$ cat src/rtl/viterbi_pkg.sv
// Shared constants and trellis helpers for the rate-1/2, K=3 (7,5) convolutional code.
package viterbi_pkg;

    localparam logic [2:0]  G0        = 3'b111;
    localparam logic [2:0]  G1        = 3'b101;
    localparam int unsigned K         = 3;
    localparam int unsigned NSTATES   = 1 << (K - 1);
    localparam int unsigned PM_INIT   = 16;
    localparam int unsigned NORM_STEP = 64;

    // state = {p0,p1}; returns {c1,c0} for input bit d leaving that state
    function automatic logic [1:0] exp_sym(input logic [1:0] state, input logic d);
        logic [2:0] sr;
        sr = {d, state};
        return {^(sr & G0), ^(sr & G1)};
    endfunction

    function automatic logic [1:0] hamming2(input logic [1:0] a, input logic [1:0] b);
        logic [1:0] x;
        x = a ^ b;
        return {1'b0, x[1]} + {1'b0, x[0]};
    endfunction

endpackage

$ cat src/rtl/viterbi_decoder_if.sv
// Channel-symbol bus between the receive datapath and the Viterbi decoder.
interface viterbi_decoder_if;

    logic       enable;
    logic [1:0] d_in;
    logic       d_out;

    modport master (output enable, output d_in, input d_out);
    modport slave  (input enable, input d_in, output d_out);

endinterface

$ cat src/rtl/viterbi_decoder_acs.sv
// Add-compare-select with metric normalization for the four-state trellis (combinational).
module viterbi_decoder_acs
    import viterbi_pkg::*;
#(
    parameter int unsigned PM_W = 8
) (
    input  logic [1:0]                    sym,
    input  logic [NSTATES-1:0][PM_W-1:0] pm,
    output logic [NSTATES-1:0][PM_W-1:0] pm_nxt,
    output logic [NSTATES-1:0]            sel
);

    logic [NSTATES-1:0][PM_W-1:0] pm_acs;
    logic [1:0]                   sv;
    logic [1:0]                   pa;
    logic [1:0]                   pb;
    logic [PM_W-1:0]              ca;
    logic [PM_W-1:0]              cb;
    logic                         all_big;

    always_comb begin
        pm_acs  = '0;
        pm_nxt  = '0;
        sel     = '0;
        sv      = '0;
        pa      = '0;
        pb      = '0;
        ca      = '0;
        cb      = '0;
        all_big = 1'b1;

        // Target state {d,p0} is reached from {p0,0} or {p0,1}; ties keep p1=0
        for (int unsigned s = 0; s < NSTATES; s++) begin
            sv = 2'(s);
            pa = {sv[0], 1'b0};
            pb = {sv[0], 1'b1};
            ca = pm[pa] + PM_W'(hamming2(sym, exp_sym(pa, sv[1])));
            cb = pm[pb] + PM_W'(hamming2(sym, exp_sym(pb, sv[1])));
            if (cb < ca) begin
                pm_acs[s] = cb;
                sel[s]    = 1'b1;
            end else begin
                pm_acs[s] = ca;
                sel[s]    = 1'b0;
            end
        end

        for (int unsigned s = 0; s < NSTATES; s++) begin
            if (pm_acs[s] < PM_W'(NORM_STEP)) begin
                all_big = 1'b0;
            end
        end

        for (int unsigned s = 0; s < NSTATES; s++) begin
            pm_nxt[s] = all_big ? pm_acs[s] - PM_W'(NORM_STEP) : pm_acs[s];
        end
    end

endmodule

$ cat src/rtl/viterbi_decoder.sv
// Hard-decision register-exchange Viterbi decoder for the (7,5) K=3 code.
module viterbi_decoder
    import viterbi_pkg::*;
#(
    parameter int unsigned TB_DEPTH = 24,
    parameter int unsigned PM_W     = 8
) (
    input  logic             clk,
    input  logic             rst,
    viterbi_decoder_if.slave bus
);

    localparam int unsigned CNT_W = $clog2(TB_DEPTH + 1);

    logic [NSTATES-1:0][PM_W-1:0]     pm;
    logic [NSTATES-1:0][PM_W-1:0]     pm_nxt;
    logic [NSTATES-1:0][TB_DEPTH-1:0] hist;
    logic [NSTATES-1:0][TB_DEPTH-1:0] hist_nxt;
    logic [NSTATES-1:0]               sel;
    logic [CNT_W-1:0]                 sym_cnt;
    logic [1:0]                       best;
    logic [1:0]                       sv;
    logic [1:0]                       pred;
    logic                             bit_nxt;
    logic                             d_out_q;

    viterbi_decoder_acs #(
        .PM_W(PM_W)
    ) u_acs (
        .sym    (bus.d_in),
        .pm     (pm),
        .pm_nxt (pm_nxt),
        .sel    (sel)
    );

    always_comb begin
        hist_nxt = '0;
        sv       = '0;
        pred     = '0;
        for (int unsigned s = 0; s < NSTATES; s++) begin
            sv          = 2'(s);
            pred        = {sv[0], sel[s]};
            hist_nxt[s] = {hist[pred][TB_DEPTH-2:0], sv[1]};
        end
    end

    // Output decision uses the pre-update metrics and histories; lowest index wins ties
    always_comb begin
        best = '0;
        for (int unsigned s = 1; s < NSTATES; s++) begin
            if (pm[s] < pm[best]) begin
                best = 2'(s);
            end
        end
        bit_nxt = (sym_cnt == CNT_W'(TB_DEPTH)) ? hist[best][TB_DEPTH-1] : 1'b0;
    end

    always_ff @(posedge clk or negedge rst) begin
        if (!rst) begin
            for (int unsigned s = 0; s < NSTATES; s++) begin
                pm[s] <= (s == 0) ? '0 : PM_W'(PM_INIT);
            end
            hist    <= '0;
            sym_cnt <= '0;
            d_out_q <= 1'b0;
        end else if (bus.enable) begin
            pm      <= pm_nxt;
            hist    <= hist_nxt;
            d_out_q <= bit_nxt;
            if (sym_cnt != CNT_W'(TB_DEPTH)) begin
                sym_cnt <= sym_cnt + CNT_W'(1);
            end
        end
    end

    assign bus.d_out = d_out_q;

endmodule

$ cat src/flat_wrapper.sv
// flat-port wrapper written by rule: the top's interface ports become plain ports
module viterbi_decoder_flat import viterbi_pkg::*;
#(
    parameter int unsigned TB_DEPTH = 24,
    parameter int unsigned PM_W     = 8
)
  (clk, rst, bus_enable, bus_d_in, bus_d_out);
  viterbi_decoder_if bus_i ();
  input  logic clk;
  input  logic rst;
  input wire logic [$bits(bus_i.enable)-1:0] bus_enable;
  input wire logic [$bits(bus_i.d_in)-1:0] bus_d_in;
  output wire logic [$bits(bus_i.d_out)-1:0] bus_d_out;
  assign bus_i.enable = bus_enable;
  assign bus_i.d_in = bus_d_in;
  assign bus_d_out = bus_i.d_out;
  viterbi_decoder #(.TB_DEPTH(TB_DEPTH), .PM_W(PM_W)) u_core (.clk(clk), .rst(rst), .bus(bus_i));
endmodule
$ cat config.mk
export PLATFORM = sky130hd
export DESIGN_NAME = viterbi_decoder_flat
export DESIGN_NICKNAME = d
export VERILOG_FILES = /design/src/rtl/viterbi_pkg.sv /design/src/rtl/viterbi_decoder_if.sv /design/src/rtl/viterbi_decoder_acs.sv /design/src/rtl/viterbi_decoder.sv /design/src/flat_wrapper.sv
export SDC_FILE = /design/constraint.sdc
export NUM_CORES = 1
export LEC_CHECK = 0
export CORE_MARGIN = 5
export CORE_UTILIZATION = 55
export DETAILED_ROUTE_END_ITERATION = 10
export PLACE_DENSITY = 0.79
export SYNTH_ARGS = -nofsm -noshare
export SYNTH_HDL_FRONTEND = slang
export SYNTH_HIERARCHICAL = 1
export SYNTH_SLANG_ARGS = --single-unit
$ cat constraint.sdc
create_clock -name clk -period 5.5 [get_ports clk]
set_input_delay 1.375 -clock clk [delete_from_list [all_inputs] [get_ports clk]]
set_output_delay 1.375 -clock clk [all_outputs]
set_load 0.01 [all_outputs]
==> qor.yml, run 1 <==
post-place-ws_ns: -0.4387
dr.pass1.iters: 5
antenna_cells: 0
ys_warn_count: 6
synth_area_per_cell_sq_um: 9.448
ys_seq_area_share_pct: 37.10
setup_viol: 0
worst_slack_ns: 0.1031
cts_buffers: 17
clock_latency_ns: 0.42
synthTopCellsByArea: "dfrtp_1, mux2i_1, ha_1, a21oi_1, nor2_1"
ant_nets: 0
final_common_cell: "dfrtp_1"
relSlewSlack_pct: 38.84
gp_congestion: 0.8818
critPathArrivalTime_ns: 5.69
die_y_um: 135.9
grt_overflow: 0
fin_hold_ws_ns: 0.4672
area_growth_syn_to_layout_pct: 16.25
io_buffers: 5
clock_tree.buffer_depth: 2
grt.total_usage_pct: 23.01
synth_cells: 922
layout.nets: 1053
dp_cells: 1170
min_period_ns: 5.397
hp-class: "reg -> reg"
clockRootBuffer: "clkbuf_16"
wire_per_inst_um: 16.97
cap_violations: 0
synth_edf_count: 0
grt_max_degree: 124
fin_util_pct: 64.45
synthFlopType: "dfrtp_1"
rows: 46
core_area_sq_um: 15710
final_cells: 1202
syn_nets: 1001
post-dp-hpwl_um: 13610
dieArea_sq_um: 18460
mostFrequentLayoutCells: "dfrtp_1, nor2_1, a21oi_1"
clk_pin_slew_ns: 0.06
slew_viol_final: 0
grt_pass1_wl_um: 33950
die_w_um: 135.9
synth-seq-cells: 129
drt_iter0_drc: 470
crit_type: "in -> reg"
period_share_pct: 98.12
drc: 0
status: "finished, final reports clean"
fmax_ghz: 0.1853
antenna_found_initial: 0
cts_sinks: 129
drive_gt1_share_pct: 18.36
synth.distinct_cells: 52
htreeDepth: 4
required_ns: 5.79
initial_core_util_pct: 55.44
ys_async_sr_fraction_pct: 100.0
rr_worst_depth: 20
netlist_area_sq_um: 8711
crit_path_end_kind: "flop"
cts_tree: "yes"
synth_top_cell_by_area: "dfrtp_1"
first_global_vias: 6951
cts_hold_buf: 0
hold_path_depth: 1
worst-slew-pin-transition_ns: 0.9175
io_pins: 6
skew_ns: 0.01113
start_kind: "primary input"
routed_via_density: 5.765
crit_fanout: 8
dr_total_vias: 6929
netlist.area_leader.share_pct: 36.20
wl_um: 20400
hold_viol_final: 0
-- registers in the layout (all words and copies together), names as in the netlist --
| signal | count |
|---|---|
| u_core/bus.d_out | 1 |
| u_core/hist | 91 |
| u_core/pm | 32 |
| u_core/sym_cnt | 5 |
-- metrics by stage --
step	cell area (sq um)	setup TNS, ns
floorplan	8720	0
global placement	9463	-2.529
detailed placement	9463	-3.448
CTS	10030	0
global route	10130	-0.005697
finish	10130	0
-- logic make-up (layout without fill, tap and decap cells) --
family                     count (synthesis)  after routing  synth area share [%]
and+or+nand+nor                          224            224                 11.53
AOI/OAI and AO/OA                        211            211                 14.36
muxes                                    130            130                 15.48
DFF                                      129            129                 37.10
buffers and inverters                     87            151                 4.065
adders and majority gates                 74             74                 10.63
xor gates and xnor gates                  67             67                 6.823
-- routing by layer --
layer / GRT usage (%) / wire length [um] / vias up
met1: 29.60 / 9086 / 3353
li1: - / - / 3337
met5: 0 / 0 / -
met4: 8.735 / 568 / 0
met2: 38.47 / 9872 / 186
met3: 4.589 / 876 / 53
-- critical path, cell delays in order --
cell and delay, ns:
clkdlybuf4s50_1 0.48, inv_1 0.08, ha_4 0.24, buf_4 0.14, ha_1 0.18, nor2b_2 0.17
o21ai_2 0.16, nor2_1 0.07, xnor2_1 0.26, inv_1 0.13, ha_4 0.30, and3_4 0.19
buf_4 0.10, nand2_1 0.07, o31ai_4 0.33, inv_4 0.06, mux2_4 0.32, ha_2 0.20
nor4_4 0.26, buf_12 0.17, mux2i_1 0.09, mux2_2 0.30
-- final timing paths --
kind                       slack, ns                        start                      endpoint
setup / recovery                0.10                  bus_d_in[1]     u_core/pm[23]$_DFFE_PN0P_
setup reg to reg                0.44     u_core/pm[5]$_DFFE_PN0P_  u_core/bus.d_out$_DFFE_PN0P_
hold / removal                  0.47  u_core/hist[72]$_DFFE_PN0P_   u_core/hist[72]$_DFFE_PN0P_
min in group asynchronous       1.04                          rst   u_core/hist[86]$_DFFE_PN0P_
hold reg to reg                 0.47  u_core/hist[72]$_DFFE_PN0P_   u_core/hist[72]$_DFFE_PN0P_
max in group asynchronous       3.39                          rst     u_core/pm[12]$_DFFE_PN1P_
-- final cells by class --
type,count,area (sq um)
tap,216,270.3
timing repair buffer,83,690.7
fill,1256,5587
multi-input combinational,706,5256
sequential,129,3232
clock buffer,18,429.2
inverter,37,141.4
clock inverter,13,106.4
-- timing repair --
| action | CTS | global route |
|---|---|---|
| resized for setup | 4 | 22 |
| setup endpoints to repair | 2 | 9 |
| setup buffers | 0 | 1 |
| pin swaps | 0 | 6 |
-- synthesized netlist by cell type, drive strengths merged, types with 2 or more instances --
cell and n:
dfrtp 126, a21oi 118, nor2 117, mux2i 98, ha 74, nand2 46, o21ai 43, inv 37
xnor2 37, mux2 32, xor2 30, clkbuf 28, buf 22, nand2b 15, a21o 13, nand3 11
nand4 9, nor2b 9, and4 6, o21a 6, o2111ai 5, a2111oi 3, a211o 3, and3 3
dfstp 3, o211ai 3, o31ai 3, or2 3, a221oi 2, a31o 2, a31oi 2, a41o 2
nand3b 2
Power of run 1 is not shown: default switching activity piles up to over one toggle a cycle in this logic, so the estimate is an artifact.
==> run 2, diff against run 1 <==
--- a/config.mk
+++ b/config.mk
@@ -5,6 +5,7 @@
 export SDC_FILE = /design/constraint.sdc
 export NUM_CORES = 1
 export LEC_CHECK = 0
+export CAP_MARGIN = 20
 export CORE_MARGIN = 5
 export CORE_UTILIZATION = 55
 export DETAILED_ROUTE_END_ITERATION = 10
==> results of run 2 <==
No change in the layout: final DEF, timing and power equal those of run 1.
Power of run 2 is left out for the same reason.
==> run 3, diff against run 2 <==
--- a/config.mk
+++ b/config.mk
@@ -9,7 +9,8 @@
 export CORE_MARGIN = 5
 export CORE_UTILIZATION = 55
 export DETAILED_ROUTE_END_ITERATION = 10
-export PLACE_DENSITY = 0.79
+export PLACE_DENSITY = 0.82
+export SKIP_CTS_REPAIR_TIMING = 1
 export SYNTH_ARGS = -nofsm -noshare
 export SYNTH_HDL_FRONTEND = slang
 export SYNTH_HIERARCHICAL = 1
==> constraint.sdc (replaced) <==
create_clock -name clk -period 4.7 [get_ports clk]
set_input_delay 1.175 -clock clk [delete_from_list [all_inputs] [get_ports clk]]
set_output_delay 1.175 -clock clk [all_outputs]
set_load 0.01 [all_outputs]
==> run 3 against run 2 <==
  * Critical path depth shrank 2
  * Non-clock buffer count grew 53
  * Clock-buffer cell count rose by 2
  * Design area is 7.7% higher
  * The run now ends with negative setup slack left
  * Critical endpoint is now u_core/pm[7]$_DFFE_PN0P_
  * Final cell count grew 4.6%
  * Highest routed layer unchanged
==> qor.yml, run 3 (synthesis results as in run 1) <==
relSlewSlack_pct: 35.30
cts_tree: "yes"
antenna_found_initial: 0
hp-class: "reg -> reg"
grt_overflow: 0
period_share_pct: 101.6
drt_iter0_drc: 793
clk_pin_slew_ns: 0.06
htreeDepth: 4
antenna_cells: 0
slowest_stage: "o21ai_2"
status: "complete, but fails checks"
gp_congestion: 0.9961
area_growth_syn_to_layout_pct: 25.22
io_pins: 6
cap_violations: 0
violations: "negative setup slack"
crit_type: "in -> reg"
required_ns: 5.03
grt_pass1_wl_um: 35090
rows: 46
slew_viol_final: 0
grt.total_usage_pct: 23.85
crit_fanout: 8
placed_cell_area_sq_um: 9859
largest_reg_flops: 91
cts_sinks: 129
post-place-ws_ns: -0.9181
multi_input_area_sq_um: 5580
critPathArrivalTime_ns: 5.10
drive_gt1_share_pct: 27.19
cts_buffers: 17
cp_cell_sequence: "clkbuf_2, clkinvlp_4, ha_4, ha_4, nor2b_1, o21ai_2, buf_4, a21oi_1, xnor2_1, ha_1, a21o_1, a21oi_2, o21ai_2, mux2_4, ha_2, nor4_4, buf_6, mux2i_1, nand2_1, o21ai_1"
max_flop_register: "u_core/hist"
crit_path_end_kind: "flop"
routed_via_density: 6.036
layout.nets: 1107
core_area_sq_um: 15710
ant_nets: 0
rr_worst_depth: 22
clock_tree.buffer_depth: 2
fmax_ghz: 0.2094
clockRootBuffer: "clkbuf_16"
setup_viol: 10
clock_latency_ns: 0.42
stdcell_area_sq_um: 10910
reg_top3: "u_core/hist x91, u_core/pm x32, u_core/sym_cnt x5"
r2r-start: "u_core/pm[5]$_DFFE_PN0P_"
worst_slack_ns: -0.07454
hold_viol_final: 0
drc: 0
reg2reg_slack_ns: 0.15
wire_per_inst_um: 18.72
min_to: "u_core/hist[72]$_DFFE_PN0P_"
initial_core_util_pct: 55.44
rsz0062_at_grt: "true"
cp_slowest_stage_delay_ns: 0.35
worstHoldStart: "u_core/hist[72]$_DFFE_PN0P_"
skew_ns: 0.007981
wl_um: 23530
dr.pass1.iters: 7
regArea_sq_um: 3232
dr_total_vias: 7587
worst-slew-pin-transition_ns: 0.9705
worstReg2RegEnd: "u_core/bus.d_out$_DFFE_PN0P_"
fillers: 1057
start_kind: "primary input"
min_period_ns: 4.775
io_buffers: 5
fin_util_pct: 69.42
dieArea_sq_um: 18460
fin_hold_ws_ns: 0.4692
hold_path_depth: 1
die_w_um: 135.9
mostFrequentLayoutCells: "buf_4, dfrtp_1, nor2_1"
post-dp-hpwl_um: 14310
die_y_um: 135.9
grt_max_degree: 133
first_global_vias: 7145
[run 3: cell types whose count changed in the layout (fill, tap and decap cells not counted), sizes merged, moves of 2 or more]
cell,delta
buf,+52
clkbuf,+5
bufinv,+2
inv,-5
clkinv,+2
[run 3: area by class of cell]
cell class              instances  share of cell area (%)
multi-input cells             707                   51.16
flip-flops and latches        129                   29.63
well taps                     216                   2.478
repair buffers                136                   9.945
clock buffers                  20                   4.187
inverters                      37                   1.399
clock inverters                12                   1.204
[run 3: worst max-delay path, delay by kind of cell]
| kind | cells | cell delay [ns] |
|---|---|---|
| AO/OA/AOI/OAI | 6 | 1.08 |
| AND/OR/NAND/NOR | 3 | 0.47 |
| multiplexers | 2 | 0.51 |
| adder cells (fa/ha/maj) | 4 | 0.99 |
| buffers and inverters | 4 | 0.63 |
| XOR/XNOR | 1 | 0.26 |
[run 3: how the worst max path moves through the flow]
stage | startpoint | endpoint | slack [ns] | depth (start not counted)
CTS | bus_d_in[1] | u_core/pm[31]$_DFFE_PN0P_ | -0.48 | 20
global placement | bus_d_in[1] | u_core/pm[31]$_DFFE_PN0P_ | -0.85 | 20
finish | bus_d_in[0] | u_core/pm[7]$_DFFE_PN0P_ | -0.07 | 20
detailed placement | bus_d_in[1] | u_core/pm[31]$_DFFE_PN0P_ | -0.92 | 20
global route | bus_d_in[0] | u_core/pm[8]$_DFFE_PN0P_ | -0.23 | 22
floorplan | bus_d_in[1] | u_core/pm[23]$_DFFE_PN0P_ | -0.16 | 18
[run 3: through the flow]
step	cells	setup TNS [ns]
2_1_floorplan	922	-0.9273
4_1_cts	1239	-7.437
3_3_place_gp	1207	-37.77
3_5_place_dp	1207	-47.67
5_1_grt	1257	-4.589
6_report	1257	-0.4962
[run 3: routing by layer]
layer	GRT usage, %	share of wire, %
met4	9.518	5.1
met1	31.74	41
met3	3.997	6.3
met5	0	0
met2	39.02	48
Power of run 3 is left out for the same reason.
